<file path="config.mk">
export PLATFORM = sky130hd
export DESIGN_NAME = pixel_dispatcher
export DESIGN_NICKNAME = d
export VERILOG_FILES = /design/src/rtl/fractal_pkg.sv /design/src/rtl/raster_counter.sv /design/src/rtl/pixel_dispatcher.sv
export SDC_FILE = /design/constraint.sdc
export NUM_CORES = 1
export LEC_CHECK = 0
export ABC_AREA = 1
export ABC_CLOCK_PERIOD_IN_PS = 1650
export CELL_PAD_IN_SITES_DETAIL_PLACEMENT = 1
export CELL_PAD_IN_SITES_GLOBAL_PLACEMENT = 2
export CORE_MARGIN = 2
export CORE_UTILIZATION = 31
export DETAILED_ROUTE_END_ITERATION = 12
export PLACE_DENSITY = 0.75
export REMOVE_ABC_BUFFERS = 1
export SYNTH_ARGS = -nofsm -noshare
export SYNTH_HDL_FRONTEND = slang
export SYNTH_SLANG_ARGS = --single-unit
</file>
<file path="constraint.sdc">
create_clock -name aclk -period 1.65 [get_ports aclk]
set_input_delay 0.4125 -clock aclk [delete_from_list [all_inputs] [get_ports aclk]]
set_output_delay 0.4125 -clock aclk [all_outputs]
set_load 0.02 [all_outputs]
</file>
<file path="src/rtl/fractal_pkg.sv">
// Shared constants and job type for the fractal pixel pipeline.
package fractal_pkg;

  localparam int X_SIZE   = 640;
  localparam int Y_SIZE   = 480;
  localparam int X_W      = 10;
  localparam int Y_W      = 9;
  localparam int ITER_W   = 8;
  localparam int MAX_ITER = 255;

  // One job as handed to an iteration engine.
  typedef struct packed {
    logic [X_W-1:0] x;
    logic [Y_W-1:0] y;
    logic           julia;
  } pixel_job_t;

endpackage

</file>
<file path="src/rtl/raster_counter.sv">
// Raster-order (x,y) position counter; (X_SIZE-1,Y_SIZE-1) wraps to (0,0).
module raster_counter #(
  parameter int X_SIZE = fractal_pkg::X_SIZE,
  parameter int Y_SIZE = fractal_pkg::Y_SIZE
) (
  input  logic                       clk,
  input  logic                       rst_n,
  input  logic                       adv,
  output logic [fractal_pkg::X_W-1:0] x,
  output logic [fractal_pkg::Y_W-1:0] y,
  output logic                       first,
  output logic                       last
);

  localparam logic [fractal_pkg::X_W-1:0] X_LAST = fractal_pkg::X_W'(X_SIZE - 1);
  localparam logic [fractal_pkg::Y_W-1:0] Y_LAST = fractal_pkg::Y_W'(Y_SIZE - 1);

  // Step one pixel along the raster whenever adv is high.
  always_ff @(posedge clk or negedge rst_n) begin
    if (!rst_n) begin
      x <= '0;
      y <= '0;
    end else if (adv) begin
      if (x == X_LAST) begin
        x <= '0;
        y <= (y == Y_LAST) ? '0 : y + 1'b1;
      end else begin
        x <= x + 1'b1;
      end
    end
  end

  // Frame boundary flags for the current position.
  always_comb begin
    first = (x == '0) && (y == '0);
    last  = (x == X_LAST) && (y == Y_LAST);
  end

endmodule

</file>
<file path="src/rtl/pixel_dispatcher.sv">
// Round-robin job dispatch to N_ENGINES iteration engines with in-order
// result collection into a single registered valid/ready output stage.
//
// Output handshake: a pixel transfers on a rising edge where out_valid=1
// and out_ready=1. While out_valid=1 and out_ready=0 every out_* signal
// holds; a new result is only loaded when the stage is empty or is being
// emptied in the same cycle.
module pixel_dispatcher #(
  parameter int N_ENGINES = 4,
  parameter int X_SIZE    = fractal_pkg::X_SIZE,
  parameter int Y_SIZE    = fractal_pkg::Y_SIZE,
  parameter int ITER_W    = fractal_pkg::ITER_W
) (
  input  logic                          aclk,
  input  logic                          aresetn,
  input  logic                          ctrl_enable,
  input  logic                          ctrl_julia,
  output logic [N_ENGINES-1:0]          eng_start,
  output logic [fractal_pkg::X_W-1:0]   eng_x,
  output logic [fractal_pkg::Y_W-1:0]   eng_y,
  output logic                          eng_julia,
  input  logic [N_ENGINES-1:0]          eng_done,
  input  logic [N_ENGINES*ITER_W-1:0]   eng_iter,
  output logic [N_ENGINES-1:0]          eng_ack,
  output logic                          out_valid,
  input  logic                          out_ready,
  output logic [ITER_W-1:0]             out_iter,
  output logic                          out_sof,
  output logic                          out_eol,
  output logic                          status_busy,
  output logic [15:0]                   frame_count
);

  import fractal_pkg::pixel_job_t;

  localparam int PTR_W = (N_ENGINES > 1) ? $clog2(N_ENGINES) : 1;
  localparam logic [PTR_W-1:0] PTR_LAST = PTR_W'(N_ENGINES - 1);
  localparam logic [fractal_pkg::X_W-1:0] X_LAST = fractal_pkg::X_W'(X_SIZE - 1);

  logic [N_ENGINES-1:0]        busy;
  logic [N_ENGINES-1:0]        busy_n;
  logic [N_ENGINES-1:0]        idle;
  logic [PTR_W-1:0]            dp;
  logic [PTR_W-1:0]            cp;
  logic                        dispatch;
  logic                        collect;
  logic                        out_valid_n;
  logic                        out_last;
  pixel_job_t                  job;

  logic [fractal_pkg::X_W-1:0] dx;
  logic [fractal_pkg::Y_W-1:0] dy;
  logic [fractal_pkg::X_W-1:0] cx;
  logic [fractal_pkg::Y_W-1:0] cy;
  logic                        c_first;
  logic                        c_last;
  logic                        d_first_unused;
  logic                        d_last_unused;

  raster_counter #(.X_SIZE(X_SIZE), .Y_SIZE(Y_SIZE)) u_dispatch_pos (
    .clk   (aclk),
    .rst_n (aresetn),
    .adv   (dispatch),
    .x     (dx),
    .y     (dy),
    .first (d_first_unused),
    .last  (d_last_unused)
  );

  raster_counter #(.X_SIZE(X_SIZE), .Y_SIZE(Y_SIZE)) u_collect_pos (
    .clk   (aclk),
    .rst_n (aresetn),
    .adv   (collect),
    .x     (cx),
    .y     (cy),
    .first (c_first),
    .last  (c_last)
  );

  // Dispatch/collect decisions; an engine still being acked is not idle, so
  // it cannot be restarted while its eng_done is still falling.
  always_comb begin
    idle        = ~busy & ~eng_ack;
    dispatch    = ctrl_enable && idle[dp];
    collect     = busy[cp] && eng_done[cp] && (!out_valid || out_ready);
    busy_n      = busy;
    if (dispatch) busy_n[dp] = 1'b1;
    if (collect)  busy_n[cp] = 1'b0;
    out_valid_n = collect ? 1'b1 : (out_ready ? 1'b0 : out_valid);
    job.x       = dx;
    job.y       = dy;
    job.julia   = ctrl_julia;
  end

  // Registered engine interface, pointers, output stage and frame counter.
  always_ff @(posedge aclk or negedge aresetn) begin
    if (!aresetn) begin
      busy        <= '0;
      dp          <= '0;
      cp          <= '0;
      eng_start   <= '0;
      eng_x       <= '0;
      eng_y       <= '0;
      eng_julia   <= 1'b0;
      eng_ack     <= '0;
      out_valid   <= 1'b0;
      out_iter    <= '0;
      out_sof     <= 1'b0;
      out_eol     <= 1'b0;
      out_last    <= 1'b0;
      status_busy <= 1'b0;
      frame_count <= '0;
    end else begin
      busy        <= busy_n;
      eng_start   <= dispatch ? (N_ENGINES'(1) << dp) : '0;
      eng_ack     <= collect  ? (N_ENGINES'(1) << cp) : '0;
      out_valid   <= out_valid_n;
      status_busy <= (|busy_n) | out_valid_n;
      if (dispatch) begin
        eng_x     <= job.x;
        eng_y     <= job.y;
        eng_julia <= job.julia;
        dp        <= (dp == PTR_LAST) ? '0 : dp + 1'b1;
      end
      if (collect) begin
        out_iter <= eng_iter[cp*ITER_W +: ITER_W];
        out_sof  <= c_first;
        out_eol  <= (cx == X_LAST);
        out_last <= c_last;
        cp       <= (cp == PTR_LAST) ? '0 : cp + 1'b1;
      end
      if (out_valid && out_ready && out_last) begin
        frame_count <= frame_count + 16'd1;
      end
    end
  end

endmodule

</file>
==> summary.md <==
| Metric | Value |
|---|---|
| Via/cell ratio | 4.70 |
| Dpl cell area | 0.00681 mm² |
| YS warnings | 0 |
| Die Width | 135 µm |
| Drt initial violations | 175 |
| First-pass DRT Iterations | 4 |
| Top-count cell post-synth | nand2_1 |
| Critical path fanouts, max | 6 |
| Tot GR Track Use | 16.4% |
| Max-cap violations | 0 |
| CTS tree | built |
| Tightest Pin Transition | 0.363 ns |
| Crit-path slowest cell | dfrtp_1 |
| Final core utilization | 42.8% |
| Worst-path clk slew | 0.07 ns |
| Sequential cell area | 0.00258 mm² |
| CP Capture Type | output port |
| Tot Pwr | 10.5 mW |
| Die area | 0.0181 mm² |
| Synth Area in Simple Gates | 27.1% |
| Clock Sinks | 103 |
| Slew Limit Fails | 0 |
| Final worst setup slack | 0.0503 ns |
| Leak | 3.55 nW |
| CP Class | reg2out |
| Post-Synth Adder-Cell Area | 3.54% |
| Crit path max-delay family | flip-flops |
| HP Class | in2async |
| N_diodes | 0 |
| Mux cell area share after synthesis | 0% |
| Syn Area/Cell | 8.51 µm² |
| Fin cells | 984 |
| Power Dens Cells | 1470 mW/mm² |
| NumNets Final | 815 |
| Drc violations | 0 |
| Cell area after synthesis | 0.00530 mm² |
| Register area share after synthesis | 48.7% |
| DP Worst Slack | -0.325 ns |
| Synthesized instance count | 622 |
| Minimum clock period | 1.60 ns |
| Post-synth EDFFs | 0 |
| Initial antenna violation count | 0 |
| IO Port Bufs | 96 |
| Compound-Gate Fraction of Synth Area | 8.70% |
| Slew headroom | 75.8% |
| Slowest Stage Delay on Critical Path | 0.47 ns |
| Synth Area in XOR/XNOR | 4.47% |
| Setup Skew | 0.00769 ns |
| Crit start category | flip-flop |
| Critical Path AT | 1.19 ns |
| WP buf/inv | 1 |
| Largest net degree at the start of global routing | 65 |
| Fmax | 625 MHz |
| Finished Cell Area | 0.00712 mm² |
| Die Ht | 135 µm |
| Synth top area cells | dfrtp_1 49%, nand2_1 9.9%, o21ai_0 5.3%, inv_1 5.1%, nand3_1 4.0% |
| Maximum VDD drop | 0.000703 V |
| Clock Tree Buf Depth | 2 |
| Number of fillers in the final layout | 2000 |
| Largest family of logic cells by synthesized area | simple AND/OR/NAND/NOR gates |
| Fin Setup TNS | 0 ns |
| Routability cong. | 0.809 |
| Area grow syn2layout | 34.5% |
| Total CTS buffers | 9 |
| Routed WL per cell | 14.5 µm |
| Ys flop type | dfrtp_1 |
| FFs w/ async S/R, synth | 100% |
| Synth top cells by count | 140 x nand2_1, 103 x dfrtp_1, 72 x inv_1 |
| CP cell instances | dlygate4sd2_1 |
| Grt total ovfl | 0 |
| Initial Util | 31.8% |
| Vias in the first global route | 4932 |
| Share of post-route cells with drive strength above 1 | 13.4% |
| Outcome | complete, no violations |
| Vias | 4629 |
| H-tree Lvls | 3 |
| Final WL | 14.2 mm |
| Multi-input logic area | 0.00236 mm² |
| Placed Instances | 965 |
| CORE AREA | 0.0166 mm² |
| First-pass GRT wire length | 24.0 mm |
| Synth top area share | 48.7% |
| Synth Register Bits | 103 |
| Rows | 47 |
| Clock latency on the worst-skew pair | 0.36 ns |
| Worst EP required | 1.24 ns |
| Fin crit share | 97.0% |
| Antenna viol nets, final | 0 |
| Post-DP HPWL | 10.7 mm |
| Clk Tree Root Cell | clkbuf_16 |
| Hold slack | 0.0292 ns |
| Distinct cells, synth | 38 |
| RSZ-0062 raised after global routing | yes |
| Hold Vio Cnt, Final | 0 |
| Final setup violation count | 0 |
| Largest area contributor in the netlist | dfrtp_1 |
| Top Ports | 97 |
[report_power, final]
part,switching (mW),internal [mW]
clock,0.979,1.30
combinational,2.73,1.76
sequential,0.522,3.19
total,4.23,6.25
[state kept, by name (all words and copies together) (netlist names), 2 cells and up]
register / count
busy: 4
cp: 2
dp: 2
eng_ack: 4
eng_start: 4
eng_x: 10
eng_y: 9
frame_count: 16
out_iter: 8
u_collect_pos.x: 10
u_collect_pos.y: 9
u_dispatch_pos.x: 10
u_dispatch_pos.y: 9
[cell families after synthesis]
family,after synthesis
XOR/XNOR,27
buffers and inverters,93
AO/OA/AOI/OAI,86
AND/OR/NAND/NOR,298
adder cells (fa/ha/maj),15
flip-flops,103
[cell usage in the layout, fill, tap and decap left out, drive strengths merged, types with 3 or more instances in the layout]
cell type        n
a21oi            9
buf             48
clkbuf          13
clkdlybuf4s50   39
dfrtp          103
dlygate4sd2     56
ha              15
inv             75
nand2          143
nand3           50
nand3b           4
nand4           19
nor2            54
nor3            24
nor4             3
o21ai           62
o22ai            8
xnor2            6
xor2            21
[repair_timing]
action / in CTS / in global routing
resized for setup: 58 / 13
endpoints found under the hold margin: 0 / 0
pin swaps: 0 / 4
setup endpoints to repair: 58 / 23
gates cloned: 0 / 1
hold buffers: 0 / 0
setup buffers: 0 / 2
[path summary, 6_finish.rpt]
kind,from,end,slack [ns],cells after the start
worst max-delay path,frame_count[3],frame_count[3],0.05,1
worst min-delay path,aresetn,frame_count[7],0.03,2
worst max register to register,dp[0],u_dispatch_pos.x[5],0.09,8
worst min register to register,out_iter[4],out_iter[4],0.48,2
max in group asynchronous,aresetn,dp[0],1.26,2
min in group aclk,out_iter[4],out_iter[4],0.48,2
[layout make-up]
class,instances,area share [%]
tap,220,3.87
clock buffer,13,3.79
clock inverter,3,0.562
multi-input combinational,427,33.2
sequential,103,36.2
timing repair buffer,143,18.4
inverter,75,3.95
[per-layer routing]
layer / global-route usage, % / share of wire [%] / vias up
met5: 0 / 0 / -
met4: 5.32 / 1.4 / 0
met2: 28.8 / 49 / 68
met3: 2.29 / 3.0 / 12
li1: - / - / 2300
met1: 20.8 / 46 / 2249
No activity file was read; power rests on OpenSTA's default activity.
==> RTL change 1, RTL diff (same flow settings) <==
Put one more register stage on the output `frame_count`, cleared by the reset. The value now appears one clock later. The other outputs are not delayed to match.
--- a/src/rtl/pixel_dispatcher.sv
+++ b/src/rtl/pixel_dispatcher.sv
@@ -37,4 +37,6 @@
   localparam logic [PTR_W-1:0] PTR_LAST = PTR_W'(N_ENGINES - 1);
   localparam logic [fractal_pkg::X_W-1:0] X_LAST = fractal_pkg::X_W'(X_SIZE - 1);
+
+  logic [15:0] frame_count_s0;
 
   logic [N_ENGINES-1:0]        busy;
@@ -110,5 +112,5 @@
       out_last    <= 1'b0;
       status_busy <= 1'b0;
-      frame_count <= '0;
+      frame_count_s0 <= '0;
     end else begin
       busy        <= busy_n;
@@ -131,6 +133,14 @@
       end
       if (out_valid && out_ready && out_last) begin
-        frame_count <= frame_count + 16'd1;
+        frame_count_s0 <= frame_count_s0 + 16'd1;
       end
+    end
+  end
+
+  always_ff @(posedge aclk or negedge aresetn) begin
+    if (!aresetn) begin
+      frame_count <= '0;
+    end else begin
+      frame_count <= frame_count_s0;
     end
   end
Formal check against the unedited RTL: no difference found for any inputs over 10 cycles, from zero or initial values and one cycle with aresetn low; that may be too few to reach the edited logic, so the function may still have changed.
==> RTL change 1 against the original RTL <==
Count of clock-buffer cells in the layout is 10 higher. Total power increased by 24%. Critical path type unchanged. Wire length up 6.7%. Clock skew rose by 0.0011 ns. Setup slack improved by 0.013 ns. Sequential cell count up 16. Largest power group unchanged. Area after synthesis grew 6.4%. Critical endpoint is now out_valid. Design area up 12%.
==> RTL change 1: results (changes against the original RTL) <==
Power:
- The maximum VDD drop is 0.823 mV (+17%).
- The reported leakage power was 3.99 nW (+12%).
- The fraction of power consumed by combinational cells came to 0.387 (-0.041).
- The net switching share of the total power is 0.376 (-0.0273).
- The reported clock group power came to 3.64 mW (+60%).
- The clock network power share is 0.279 (+0.062).

Synth:
- The commonest cells after synthesis are sky130_fd_sc_hd__nand2_1, sky130_fd_sc_hd__dfrtp_1, sky130_fd_sc_hd__inv_1.
- The average cell area after synthesis is 9.00 µm² (+5.7%).
- The share of synthesized area occupied by flip-flops and latches was 0.529 (+0.0419).
- By area the synthesized netlist is led by sky130_fd_sc_hd__dfrtp_1, sky130_fd_sc_hd__nand2_1, sky130_fd_sc_hd__inv_1.

Drt:
- The number of DRC markers after the initial detailed-route iteration is 149 (-15%).
- The final routed wirelength across all metal layers is 15,200 µm (+6.7%).
- The detailed-route vias per instance is 4.67 (-0.65%).
- The detailed-router iteration count before antenna repair is 4 (unchanged).

Finish:
- The number of nets in the finished design came to 843 (+3.4%).
- The post-route non-filler standard cell count came to 1,029 (+4.6%).
- The layout cell share with drive strength beyond 1 is 0.179 (+0.0452).
- The fill cell instance count of the final layout is 2,049 (+2.5%).

Global routing:
- The global-route usage over all layers is 0.167 (+0.00298).
- The pin count of the biggest net entering global routing is 68 (+4.6%).
- The first-pass GRT wire length is 25,900 µm (+8.2%).
- The via count of the first global-routing pass is 5,218 (+5.8%).

STA:
- The actual slew at the worst max-slew pin is 0.396 ns (+0.0322 ns).
- The setup clock skew after layout is 0.00875 ns (+0.00106 ns).
- The minimum setup slack in the final design was 0.0635 ns (+0.0132 ns).
- The hold slack is 0.338 ns (+0.309 ns).

Place:
- The worst setup slack before clock tree synthesis is -0.350 ns (-0.0248 ns).
- The total placed cells including tap cells was 982 (+1.8%).
- The half-perimeter wire length after detailed placement is 11,300 µm (+5.8%).
- The instance area at placement is 7170 µm² (+5.3%).
- The routability-driven placement congestion ratio is 0.806 (-0.35%).

Worst setup path:
- The longest individual stage delay on the worst path is 0.39 ns (-0.08 ns).
- The end point of the critical path is out_valid.
- The arrival time reported for the critical path endpoint was 1.17 ns (-0.02 ns).
- The worst-path maximum fanout is 3 (-3).
- The critical path launch point is out_valid.
- The endpoint identified for the worst register-to-register timing path is u_dispatch_pos.y[3].

Clocking:
- The maximum root-to-sink buffer count came to 2 (unchanged).
- After clock tree synthesis, the clock-pin slew on the worst setup and hold paths is 0.06 ns.
- The number of buffers created by CTS is 17 (+8).
- The clock latency on the worst-skew pair was 0.42 ns (+0.06 ns).
- The maximum level of the CTS H-tree is 4 (+1).

Status:
- The run finished with clean final reports.
[RTL change 1: worst reg2reg max path: stages (launching register included)]
cell                      delay [ns]
sky130_fd_sc_hd__dfrtp_2        0.47
sky130_fd_sc_hd__inv_2          0.08
sky130_fd_sc_hd__nand2_1        0.09
sky130_fd_sc_hd__nand3_4        0.12
sky130_fd_sc_hd__nand3_4        0.19
sky130_fd_sc_hd__nor2_8         0.24
sky130_fd_sc_hd__buf_12         0.14
sky130_fd_sc_hd__nand4_1        0.08
sky130_fd_sc_hd__o21ai_1        0.09
[RTL change 1: logic make-up (layout without fill, tap and decap cells)]
kind of cell,Yosys count,in the layout,share of synthesized area
compound gates,84,84,0.0780
xor+xnor,26,26,0.0404
fa+ha+maj,15,15,0.0333
buf+inv,87,260,0.0664
flops,119,119,0.529
simple gates,295,296,0.253
[RTL change 1: cell type report]
type / count / area (µm²) / area share
Inverter: 71 / 272 / 0.0342
Clock inverter: 9 / 97.6 / 0.0123
Sequential cell: 119 / 2980 / 0.375
Timing Repair Buffer: 157 / 1440 / 0.181
Clock buffer: 23 / 488 / 0.0614
Tap cell: 229 / 287 / 0.0360
Multi-Input combinational cell: 421 / 2380 / 0.300
[RTL change 1: repair_timing]
| action | CTS | global route |
|---|---|---|
| hold buffers | 1 | 0 |
| setup endpoints to repair | 70 | 53 |
| cloned | 1 | 1 |
| setup buffers | 1 | 11 |
| gates resized for setup | 59 | 36 |
| hold endpoints to repair | 1 | 0 |
| pin swaps | 1 | 10 |
[RTL change 1: layer usage]
metal	part of all wire	global-route usage	up-vias
met5	0	0	-
met4	0.021	0.0696	0
met3	0.048	0.0504	20
met2	0.49	0.279	102
met1	0.44	0.201	2314
li1	-	-	2373
==> RTL change 2, RTL diff (config.mk and constraints unchanged) <==
Made on the original files. Change the package constant `Y_W` from 9 to 8.
--- a/src/rtl/fractal_pkg.sv
+++ b/src/rtl/fractal_pkg.sv
@@ -5,5 +5,5 @@
   localparam int Y_SIZE   = 480;
   localparam int X_W      = 10;
-  localparam int Y_W      = 9;
+  localparam int Y_W      = 8;
   localparam int ITER_W   = 8;
   localparam int MAX_ITER = 255;
Interface: changed (resized eng_y); port bits go from 97 to 96. No check against the original RTL was run, so the function may have changed too.
==> RTL change 2 against the original RTL <==
Setup slack got worse by 0.016 ns. Area after synthesis decreased by 5.7%. Non-clock buffer count increased by 4. Count of clock-buffer cells in the layout decreased by 4. Sequential power about the same. Largest power group unchanged. Critical path depth increased by 7. Wire length decreased by 5.8%. Global-route usage increased by 0.11 points. Sequential cell count decreased by 3. Design area decreased by 3.1%. Highest routed layer unchanged. Total power increased by 1.3%.
==> RTL change 2: results (changes against the original RTL) <==
Power:
- The net switching share of the total power is 0.409 (+0.00533).
- The power dissipated in combinational cells came to 4.66 mW (+4%).
- The reported clock group power is 2.22 mW (-3%).
- The reported leakage power is 3.46 nW (-2.4%).
- The maximum VDD drop was 0.570 mV (-19%).

Worst setup path:
- The critical path starts at u_dispatch_pos.x[1].
- The worst-path maximum fanout is 16 (+10).

Place:
- The worst setup slack before clock tree synthesis came to -0.433 ns (-0.107 ns).
- The total placed cells including tap cells was 920 (-4.7%).
- The count of buffers from port buffering is 95 (-1.0%).
- The routability-driven placement congestion ratio is 0.807 (-0.15%).

Status:
- The run finished with clean final reports.

Finish:
- The number of nets in the finished design is 781 (-4.2%).
- The number of multi-input combinational cells is 395 (-7.5%).
- The post-route non-filler standard cell count was 946 (-3.9%).
- The count of buffers not belonging to the clock network in the layout is 147 (+2.8%).
- The combined area of the multi-input logic cells came to 2200 µm² (-6.9%).
- The layout cell share with drive strength beyond 1 is 0.148 (+0.0144).
- The number of sequential storage elements came to 100 (-2.9%).
- The core utilization of the finished layout came to 0.436 (+0.00811).
- The proportion of final cell area spent on non-clock buffers was 0.195 (+0.0111).
- The count of clock buffers in the final design is 9 (-4).
- The number of non-clock inverters came to 72 (-4.0%).
- The fill cell instance count of the final layout was 1,888 (-5.6%).
- The fraction of standard cell area that is sequential was 0.363 (+0.000676).

Synth:
- The share of synthesized area occupied by flip-flops and latches is 0.501 (+0.0146).
- The parity-gate share of the synthesized area counting xor and xnor cells is 0.0439 (-0.000789).
- The post-synthesis share of cell area spent on full adders, half adders and majority gates is 0.0376 (+0.00216).
- The unique cell type count in the Yosys netlist is 34 (-11%).
- The synthesized-area fraction occupied by ao, oa, aoi and oai cells is 0.0900 (+0.00304).
- The average cell area after synthesis is 8.55 µm² (+0.39%).

Drt:
- The number of DRC markers after the initial detailed-route iteration is 204 (+17%).
- The routed via count came to 4,413 (-4.7%).

Global routing:
- The first-pass GRT wire length is 22,400 µm (-6.4%).
- The met2 layer usage reported by global route was 0.291 (+0.00312).
- The routing usage on met1 is 0.202 (-0.00576).
- The met3 layer usage reported by global route came to 0.0407 (+0.0178).

STA:
- The setup clock skew after layout is 0.00835 ns (+0.000658 ns).
- The actual slew at the worst max-slew pin is 0.617 ns (+0.253 ns).

Floorplan:
- The floorplan row count came to 46 (-2.1%).
## RTL change 2: changes by cell type after synthesis, sizes merged, moves of 3 or more
cell,before,now
nand3b,4,1
xnor2,6,10
dfrtp,103,100
o21ai,62,67
nor3,24,13
inv,75,72
xor2,21,15
nand3,50,40
nand2,143,136
## RTL change 2: timing repair
| action | in CTS | in global routing |
|---|---|---|
| setup buffers | 0 | 10 |
| pin swaps | 0 | 12 |
| setup endpoints to repair | 61 | 35 |
| gates resized for setup | 59 | 18 |
## RTL change 2: worst paths after layout
check,slack [ns],endpoint,depth (start not counted)
hold / removal,0.07,eng_y[5],2
hold reg to reg,0.48,out_iter[0],2
setup / recovery,0.03,u_dispatch_pos.y[1],8
max in group asynchronous,1.03,dp[0],2
setup reg to reg,0.03,u_dispatch_pos.y[1],8
min in group aclk,0.48,out_iter[0],2
